==> src/rtl/pipe_ctrl_if.sv <==
// Pipeline sequencer bus: stage stall requests and MEM redirects in; stall
// vector, flush, redirect PC and status out. With PIPE_CTRL_PERF_EN defined
// the two performance counters are carried as well.
interface pipe_ctrl_if;
   logic        stallreq_if;
   logic        stallreq_id;
   logic        stallreq_ex;
   logic        stallreq_mem;
   logic        excp_req;
   logic [31:0] excp_vector;
   logic        eret_req;
   logic [31:0] epc_i;
   logic [5:0]  stall;
   logic        flush;
   logic [31:0] new_pc;
   logic        new_pc_valid;
   logic        stall_timeout;
   logic        busy;
`ifdef PIPE_CTRL_PERF_EN
   logic [31:0] perf_stall_cnt;
   logic [31:0] perf_flush_cnt;

   // Core side: raises requests, consumes pipeline controls.
   modport master (
      output stallreq_if, stallreq_id, stallreq_ex, stallreq_mem,
      output excp_req, excp_vector, eret_req, epc_i,
      input  stall, flush, new_pc, new_pc_valid, stall_timeout, busy,
      input  perf_stall_cnt, perf_flush_cnt
   );

   // Sequencer side.
   modport slave (
      input  stallreq_if, stallreq_id, stallreq_ex, stallreq_mem,
      input  excp_req, excp_vector, eret_req, epc_i,
      output stall, flush, new_pc, new_pc_valid, stall_timeout, busy,
      output perf_stall_cnt, perf_flush_cnt
   );
`else
   // Core side: raises requests, consumes pipeline controls.
   modport master (
      output stallreq_if, stallreq_id, stallreq_ex, stallreq_mem,
      output excp_req, excp_vector, eret_req, epc_i,
      input  stall, flush, new_pc, new_pc_valid, stall_timeout, busy
   );

   // Sequencer side.
   modport slave (
      input  stallreq_if, stallreq_id, stallreq_ex, stallreq_mem,
      input  excp_req, excp_vector, eret_req, epc_i,
      output stall, flush, new_pc, new_pc_valid, stall_timeout, busy
   );
`endif
endinterface

==> src/rtl/pipe_ctrl.sv <==
// pipe_ctrl: five-stage pipeline sequencer. Produces the per-stage stall
// vector, holds flush for FLUSH_CYCLES cycles per redirect, queues one
// redirect that arrives while busy, and flags runaway stalls.
// Optional: define PIPE_CTRL_PERF_EN for stall/redirect performance counters.
module pipe_ctrl #(
   parameter int FLUSH_CYCLES = 1,
   parameter int STALL_MAX    = 255
) (
   input  logic       clk,
   input  logic       rst,
   pipe_ctrl_if.slave bus
);
   localparam logic [1:0]  ST_RUN   = 2'd0;
   localparam logic [1:0]  ST_FLUSH = 2'd1;
   localparam logic [1:0]  ST_DRAIN = 2'd2;
   localparam logic [3:0]  FLUSH_LAST  = 4'(FLUSH_CYCLES);
   localparam logic [15:0] STALL_LIMIT = 16'(STALL_MAX);

   logic [1:0]  state_r;
   logic [3:0]  flush_cnt_r;
   logic        flush_r;
   logic [31:0] new_pc_r;
   logic        new_pc_valid_r;
   logic        pend_valid_r;
   logic [31:0] pend_pc_r;
   logic [15:0] wd_cnt_r;
   logic        stall_timeout_r;

   logic        redirect_req_s;
   logic [31:0] redirect_pc_s;
   logic [5:0]  stall_map_s;
   logic [5:0]  stall_s;
   logic        drain_go_s;
   logic [31:0] drain_pc_s;
   logic [15:0] wd_inc_s;

   assign redirect_req_s = bus.excp_req | bus.eret_req;
   assign redirect_pc_s  = bus.excp_req ? bus.excp_vector : bus.epc_i;
   assign wd_inc_s       = (wd_cnt_r == 16'hFFFF) ? wd_cnt_r : (wd_cnt_r + 16'd1);

   // Deepest requesting stage decides how much of the front of the pipe holds.
   always_comb begin
      stall_map_s = 6'b000000;
      if (bus.stallreq_mem) begin
         stall_map_s = 6'b011111;
      end else if (bus.stallreq_ex) begin
         stall_map_s = 6'b001111;
      end else if (bus.stallreq_id) begin
         stall_map_s = 6'b000111;
      end else if (bus.stallreq_if) begin
         stall_map_s = 6'b000011;
      end else begin
         stall_map_s = 6'b000000;
      end
   end

   // Stalls only apply while running normally; a redirect or reset wins.
   always_comb begin
      stall_s = 6'b000000;
      if (!rst && (state_r == ST_RUN) && !redirect_req_s) begin
         stall_s = stall_map_s;
      end else begin
         stall_s = 6'b000000;
      end
   end

   // Target leaving DRAIN: a fresh exception beats the latch, the latch beats a fresh ERET.
   always_comb begin
      drain_go_s = 1'b1;
      drain_pc_s = pend_pc_r;
      if (bus.excp_req) begin
         drain_pc_s = bus.excp_vector;
      end else if (pend_valid_r) begin
         drain_pc_s = pend_pc_r;
      end else if (bus.eret_req) begin
         drain_pc_s = bus.epc_i;
      end else begin
         drain_go_s = 1'b0;
      end
   end

   // Sequencer FSM with registered flush/redirect outputs and the pending latch.
   always_ff @(posedge clk or posedge rst) begin
      if (rst) begin
         state_r        <= ST_RUN;
         flush_cnt_r    <= 4'd0;
         flush_r        <= 1'b0;
         new_pc_r       <= 32'd0;
         new_pc_valid_r <= 1'b0;
         pend_valid_r   <= 1'b0;
         pend_pc_r      <= 32'd0;
      end else begin
         case (state_r)
            ST_RUN: begin
               if (redirect_req_s) begin
                  state_r        <= ST_FLUSH;
                  flush_cnt_r    <= 4'd1;
                  flush_r        <= 1'b1;
                  new_pc_r       <= redirect_pc_s;
                  new_pc_valid_r <= 1'b1;
               end
            end
            ST_FLUSH: begin
               new_pc_valid_r <= 1'b0;
               if (flush_cnt_r >= FLUSH_LAST) begin
                  state_r <= ST_DRAIN;
                  flush_r <= 1'b0;
               end else begin
                  flush_cnt_r <= flush_cnt_r + 4'd1;
               end
               // An ERET never displaces a queued redirect; an exception always does.
               if (bus.excp_req) begin
                  pend_valid_r <= 1'b1;
                  pend_pc_r    <= bus.excp_vector;
               end else if (bus.eret_req && !pend_valid_r) begin
                  pend_valid_r <= 1'b1;
                  pend_pc_r    <= bus.epc_i;
               end
            end
            ST_DRAIN: begin
               pend_valid_r <= 1'b0;
               if (drain_go_s) begin
                  state_r        <= ST_FLUSH;
                  flush_cnt_r    <= 4'd1;
                  flush_r        <= 1'b1;
                  new_pc_r       <= drain_pc_s;
                  new_pc_valid_r <= 1'b1;
               end else begin
                  state_r <= ST_RUN;
               end
            end
            default: begin
               state_r        <= ST_RUN;
               flush_r        <= 1'b0;
               new_pc_valid_r <= 1'b0;
               pend_valid_r   <= 1'b0;
            end
         endcase
      end
   end

   // Watchdog: count consecutive stalled RUN cycles, sticky flag at the limit.
   always_ff @(posedge clk or posedge rst) begin
      if (rst) begin
         wd_cnt_r        <= 16'd0;
         stall_timeout_r <= 1'b0;
      end else if (stall_s != 6'b000000) begin
         wd_cnt_r <= wd_inc_s;
         if (wd_inc_s >= STALL_LIMIT) begin
            stall_timeout_r <= 1'b1;
         end
      end else begin
         wd_cnt_r <= 16'd0;
      end
   end

   assign bus.stall         = stall_s;
   assign bus.flush         = flush_r;
   assign bus.new_pc        = new_pc_r;
   assign bus.new_pc_valid  = new_pc_valid_r;
   assign bus.stall_timeout = stall_timeout_r;
   assign bus.busy          = (state_r != ST_RUN);

`ifdef PIPE_CTRL_PERF_EN
   logic        take_s;
   logic [31:0] perf_stall_cnt_r;
   logic [31:0] perf_flush_cnt_r;

   assign take_s = ((state_r == ST_RUN) && redirect_req_s) ||
                   ((state_r == ST_DRAIN) && drain_go_s);

   // Free-running performance counters, wrapping at 2^32.
   always_ff @(posedge clk or posedge rst) begin
      if (rst) begin
         perf_stall_cnt_r <= 32'd0;
         perf_flush_cnt_r <= 32'd0;
      end else begin
         if (stall_s != 6'b000000) begin
            perf_stall_cnt_r <= perf_stall_cnt_r + 32'd1;
         end
         if (take_s) begin
            perf_flush_cnt_r <= perf_flush_cnt_r + 32'd1;
         end
      end
   end

   assign bus.perf_stall_cnt = perf_stall_cnt_r;
   assign bus.perf_flush_cnt = perf_flush_cnt_r;
`else
   // Performance counters not built.
`endif
endmodule
==> src/flat_wrapper.sv <==
// flat-port wrapper written by rule: the top's interface ports become plain ports
module pipe_ctrl_flat 
#(
   parameter int FLUSH_CYCLES = 1,
   parameter int STALL_MAX    = 255
)
  (clk, rst, bus_stallreq_if, bus_stallreq_id, bus_stallreq_ex, bus_stallreq_mem, bus_excp_req, bus_excp_vector, bus_eret_req, bus_epc_i, bus_stall, bus_flush, bus_new_pc, bus_new_pc_valid, bus_stall_timeout, bus_busy);
  pipe_ctrl_if bus_i ();
  input  logic clk;
  input  logic rst;
  input wire logic [$bits(bus_i.stallreq_if)-1:0] bus_stallreq_if;
  input wire logic [$bits(bus_i.stallreq_id)-1:0] bus_stallreq_id;
  input wire logic [$bits(bus_i.stallreq_ex)-1:0] bus_stallreq_ex;
  input wire logic [$bits(bus_i.stallreq_mem)-1:0] bus_stallreq_mem;
  input wire logic [$bits(bus_i.excp_req)-1:0] bus_excp_req;
  input wire logic [$bits(bus_i.excp_vector)-1:0] bus_excp_vector;
  input wire logic [$bits(bus_i.eret_req)-1:0] bus_eret_req;
  input wire logic [$bits(bus_i.epc_i)-1:0] bus_epc_i;
  output wire logic [$bits(bus_i.stall)-1:0] bus_stall;
  output wire logic [$bits(bus_i.flush)-1:0] bus_flush;
  output wire logic [$bits(bus_i.new_pc)-1:0] bus_new_pc;
  output wire logic [$bits(bus_i.new_pc_valid)-1:0] bus_new_pc_valid;
  output wire logic [$bits(bus_i.stall_timeout)-1:0] bus_stall_timeout;
  output wire logic [$bits(bus_i.busy)-1:0] bus_busy;
  assign bus_i.stallreq_if = bus_stallreq_if;
  assign bus_i.stallreq_id = bus_stallreq_id;
  assign bus_i.stallreq_ex = bus_stallreq_ex;
  assign bus_i.stallreq_mem = bus_stallreq_mem;
  assign bus_i.excp_req = bus_excp_req;
  assign bus_i.excp_vector = bus_excp_vector;
  assign bus_i.eret_req = bus_eret_req;
  assign bus_i.epc_i = bus_epc_i;
  assign bus_stall = bus_i.stall;
  assign bus_flush = bus_i.flush;
  assign bus_new_pc = bus_i.new_pc;
  assign bus_new_pc_valid = bus_i.new_pc_valid;
  assign bus_stall_timeout = bus_i.stall_timeout;
  assign bus_busy = bus_i.busy;
  pipe_ctrl #(.FLUSH_CYCLES(FLUSH_CYCLES), .STALL_MAX(STALL_MAX)) u_core (.clk(clk), .rst(rst), .bus(bus_i));
endmodule
==> config.mk <==
export PLATFORM = sky130hd
export DESIGN_NAME = pipe_ctrl_flat
export DESIGN_NICKNAME = d
export VERILOG_FILES = /design/src/rtl/pipe_ctrl_if.sv /design/src/rtl/pipe_ctrl.sv /design/src/flat_wrapper.sv
export SDC_FILE = /design/constraint.sdc
export NUM_CORES = 1
export LEC_CHECK = 0
export ABC_CLOCK_PERIOD_IN_PS = 7800
export CAP_MARGIN = 20
export CORE_MARGIN = 2
export CORE_UTILIZATION = 56
export CTS_BUF_LIST = sky130_fd_sc_hd__clkbuf_8
export DETAILED_ROUTE_END_ITERATION = 12
export PLACE_DENSITY_LB_ADDON = 0.12
export SYNTH_ARGS = -nofsm -noshare
export SYNTH_HDL_FRONTEND = slang
export SYNTH_SLANG_ARGS = --single-unit
export TNS_END_PERCENT = 100
==> constraint.sdc <==
create_clock -name clk -period 7.8 [get_ports clk]
set_input_delay 1.56 -clock clk [delete_from_list [all_inputs] [get_ports clk]]
set_output_delay 1.56 -clock clk [all_outputs]
set_load 0.02 [all_outputs]
==> impl_metrics.json <==
{
  "status": "completed",
  "grt_max_degree": 83,
  "final_area_mm2": 0.006221,
  "path_max_fanout": 17,
  "start_kind": "primary input",
  "initial_core_util_pct": 58.06,
  "relSlewSlack_pct": 54.85,
  "clockBufferDepth": 2,
  "syn_area_mm2": 0.004795,
  "hpwlAfterDp_um": 7844,
  "reg2reg_slack_ps": 5090,
  "place_congestion": 0.8578,
  "syn_nets": 608,
  "cts_buffers": 9,
  "worstMarginPinSlew_ps": 674.7,
  "gr-total-overflow": 0,
  "gr-usage-met2_pct": 43.06,
  "cts_root_buffer": "clkbuf_8",
  "ys_seq_elements": 90,
  "post-route-period-util_pct": 65.60,
  "max_freq_mhz": 195.4,
  "drive_above_1_share_pct": 6.051,
  "die_w_um": 96.53,
  "hp-class": "reg -> reg",
  "dr.pass1.iters": 5,
  "postCtsSetupRepairBufs": 0,
  "core_area_mm2": 0.008258,
  "ios": 114,
  "fin_setup_tns_ps": 0,
  "final_cell_mix": "111 x clkdlybuf4s50_1, 90 x dfrtp_1, 77 x nand2_1",
  "setup_slack_ps": 2683,
  "hold_slack_ps": 488.1,
  "htreeDepth": 3,
  "mostFrequentLayoutCell": "clkdlybuf4s50_1",
  "post_cts_resized": 0,
  "via_per_inst": 5.610,
  "yosys_warnings": 0,
  "drc_errors": 0,
  "grt_pass1_vias": 3914,
  "io_buffers": 112,
  "cp_data_required_time_ps": 6240,
  "clkSinkCount": 90,
  "synth_area_per_cell_um2": 9.012,
  "synthDistinctLibCells": 43,
  "fin_skew_ps": 13.45,
  "reg2reg_to": "u_core.bus.stall_timeout",
  "worstSetupPathType": "in -> out",
  "die_height_um": 96.53,
  "gr-usage-met3_pct": 5.120,
  "cap_viol_max_count": 0,
  "netlist_instances": 532,
  "grt.met1_usage_pct": 33.72,
  "postRouteAntennaNets": 0,
  "synth-edff-count": 0,
  "dpl_cell_area_mm2": 0.005936,
  "critPathCapture": "bus_stall[0]",
  "n_antenna_cell": 0,
  "rsz0062_at_grt": "false",
  "rows": 33,
  "syn2layout_area_growth_pct": 29.75,
  "routed_wl_um": 11350,
  "final_nets": 699,
  "pre_cts_ws_ps": 2660,
  "cp.arrival_ps": 3560,
  "ys_seq_area_share_pct": 46.97,
  "drt_iter0_markers": 182,
  "hold_violations": 0,
  "period_minus_slack_ps": 5117,
  "grt_pass1_wl_um": 18360,
  "slew_viol_final": 0,
  "r2r_cells": 7,
  "crit_path_start": "bus_eret_req",
  "setup_viol": 0,
  "cts_hold_buf": 0,
  "die_area_mm2": 0.009318,
  "path_clk_slew_ps": 80,
  "busiest_layer": "met2",
  "cp-end-kind": "output pin",
  "p_leak_nw": 2.636,
  "post_drt_wl_per_cell_um": 15.48,
  "power_density_mw_per_mm2": 290.4,
  "grt_usage_pct": 25.44,
  "ir_drop_mv": 0.2074,
  "async_flop_share_pct": 100.0,
  "num_vias": 4112,
  "insertion_delay_ps": 360,
  "power_mw": 1.807,
  "synth_flop_cell": "dfrtp_1",
  "timing.rr.start": "u_core.wd_cnt_r[0]",
  "cts_tree": "yes",
  "grt_antenna_before_repair": 0
}
-- flip-flops by register name, indices dropped and copies added, names as in the netlist --
name	cells
u_core.bus.stall_timeout	1
u_core.bus.flush	1
u_core.state_r	2
u_core.bus.new_pc	32
u_core.bus.new_pc_valid	1
u_core.flush_cnt_r	4
u_core.pend_valid_r	1
u_core.wd_cnt_r	16
u_core.pend_pc_r	32
-- Yosys cell counts, types with 2 or more instances --
master    number  share of area (%)
and3_1         2               0.26
ha_1           4                1.0
buf_2         11                1.1
nor3_1        11                1.1
buf_4          2               0.31
nand3_1       10                1.0
nor2b_1        3               0.39
nand2_1       77                6.0
nand3b_1       4               0.63
o21ai_0       69                7.2
xor2_1         5               0.91
nand4_1        6               0.78
or2_2          3               0.39
dfrtp_1       90                 47
buf_1          2               0.16
a31oi_1        2               0.26
a21oi_1       41                4.3
and2_1         3               0.39
nor2_1        55                4.3
o21ai_1        5               0.52
clkbuf_1      24                1.9
inv_1         10               0.78
mux2i_1       66                 14
nor4_1         3               0.39
xnor2_1        4               0.73
or3_1          3               0.39
-- worst max-delay path, cell delays in order --
cell             delay (ps)
clkdlybuf4s50_1         400
or2_2                   300
nor3_1                  260
o41ai_2                 120
buf_4                   210
inv_1                   100
clkdlybuf4s50_1         600
-- cells by family after synthesis --
kind of cell	share of synthesized area [%]
AND/OR/NAND/NOR	18.16
AO/OA/AOI/OAI	13.80
flip-flops	46.97
multiplexers	13.78
buffers and inverters	4.515
XOR/XNOR	1.644
adder cells (fa/ha/maj)	1.044
other	0.07821
-- metrics by stage --
stage               util (%)  instances
floorplan                  -        532
global placement       71.88        715
detailed placement     71.88        715
CTS                    74.76        731
global route           75.33        733
finish                 75.33        733
-- area by class of cell --
class	instances	area, µm²
multi-input combinational	392	2350
sequential	90	2252
fill	585	2037
timing repair buffer	120	1211
clock buffer	12	165.2
tap	105	131.4
clock inverter	4	72.57
inverter	10	38.79
-- how the worst min path moves through the flow --
stage	from	end	slack, ps	depth (start not counted)
global route	u_core.bus.new_pc[7]	u_core.bus.new_pc[7]	520	2
detailed placement	u_core.pend_pc_r[30]	u_core.pend_pc_r[30]	470	2
global placement	u_core.pend_pc_r[25]	u_core.pend_pc_r[25]	460	2
CTS	u_core.pend_pc_r[30]	u_core.pend_pc_r[30]	490	2
floorplan	u_core.pend_pc_r[0]	u_core.pend_pc_r[0]	450	2
finish	u_core.pend_pc_r[14]	u_core.pend_pc_r[14]	490	2
-- power breakdown --
| group | total, mW | switching, mW | internal [mW] |
|---|---|---|---|
| clock | 0.369 | 0.163 | 0.206 |
| sequential | 0.744 | 0.107 | 0.637 |
| combinational | 0.693 | 0.376 | 0.317 |
| total | 1.81 | 0.647 | 1.16 |
-- layer usage --
layer  vias up  share of wire [%]
li1       2021                  -
met1      1937                 43
met2       137                 49
met3        17                5.8
met4         0                1.4
met5         -                  0
Note: power is estimated with default switching activity, not from simulation.
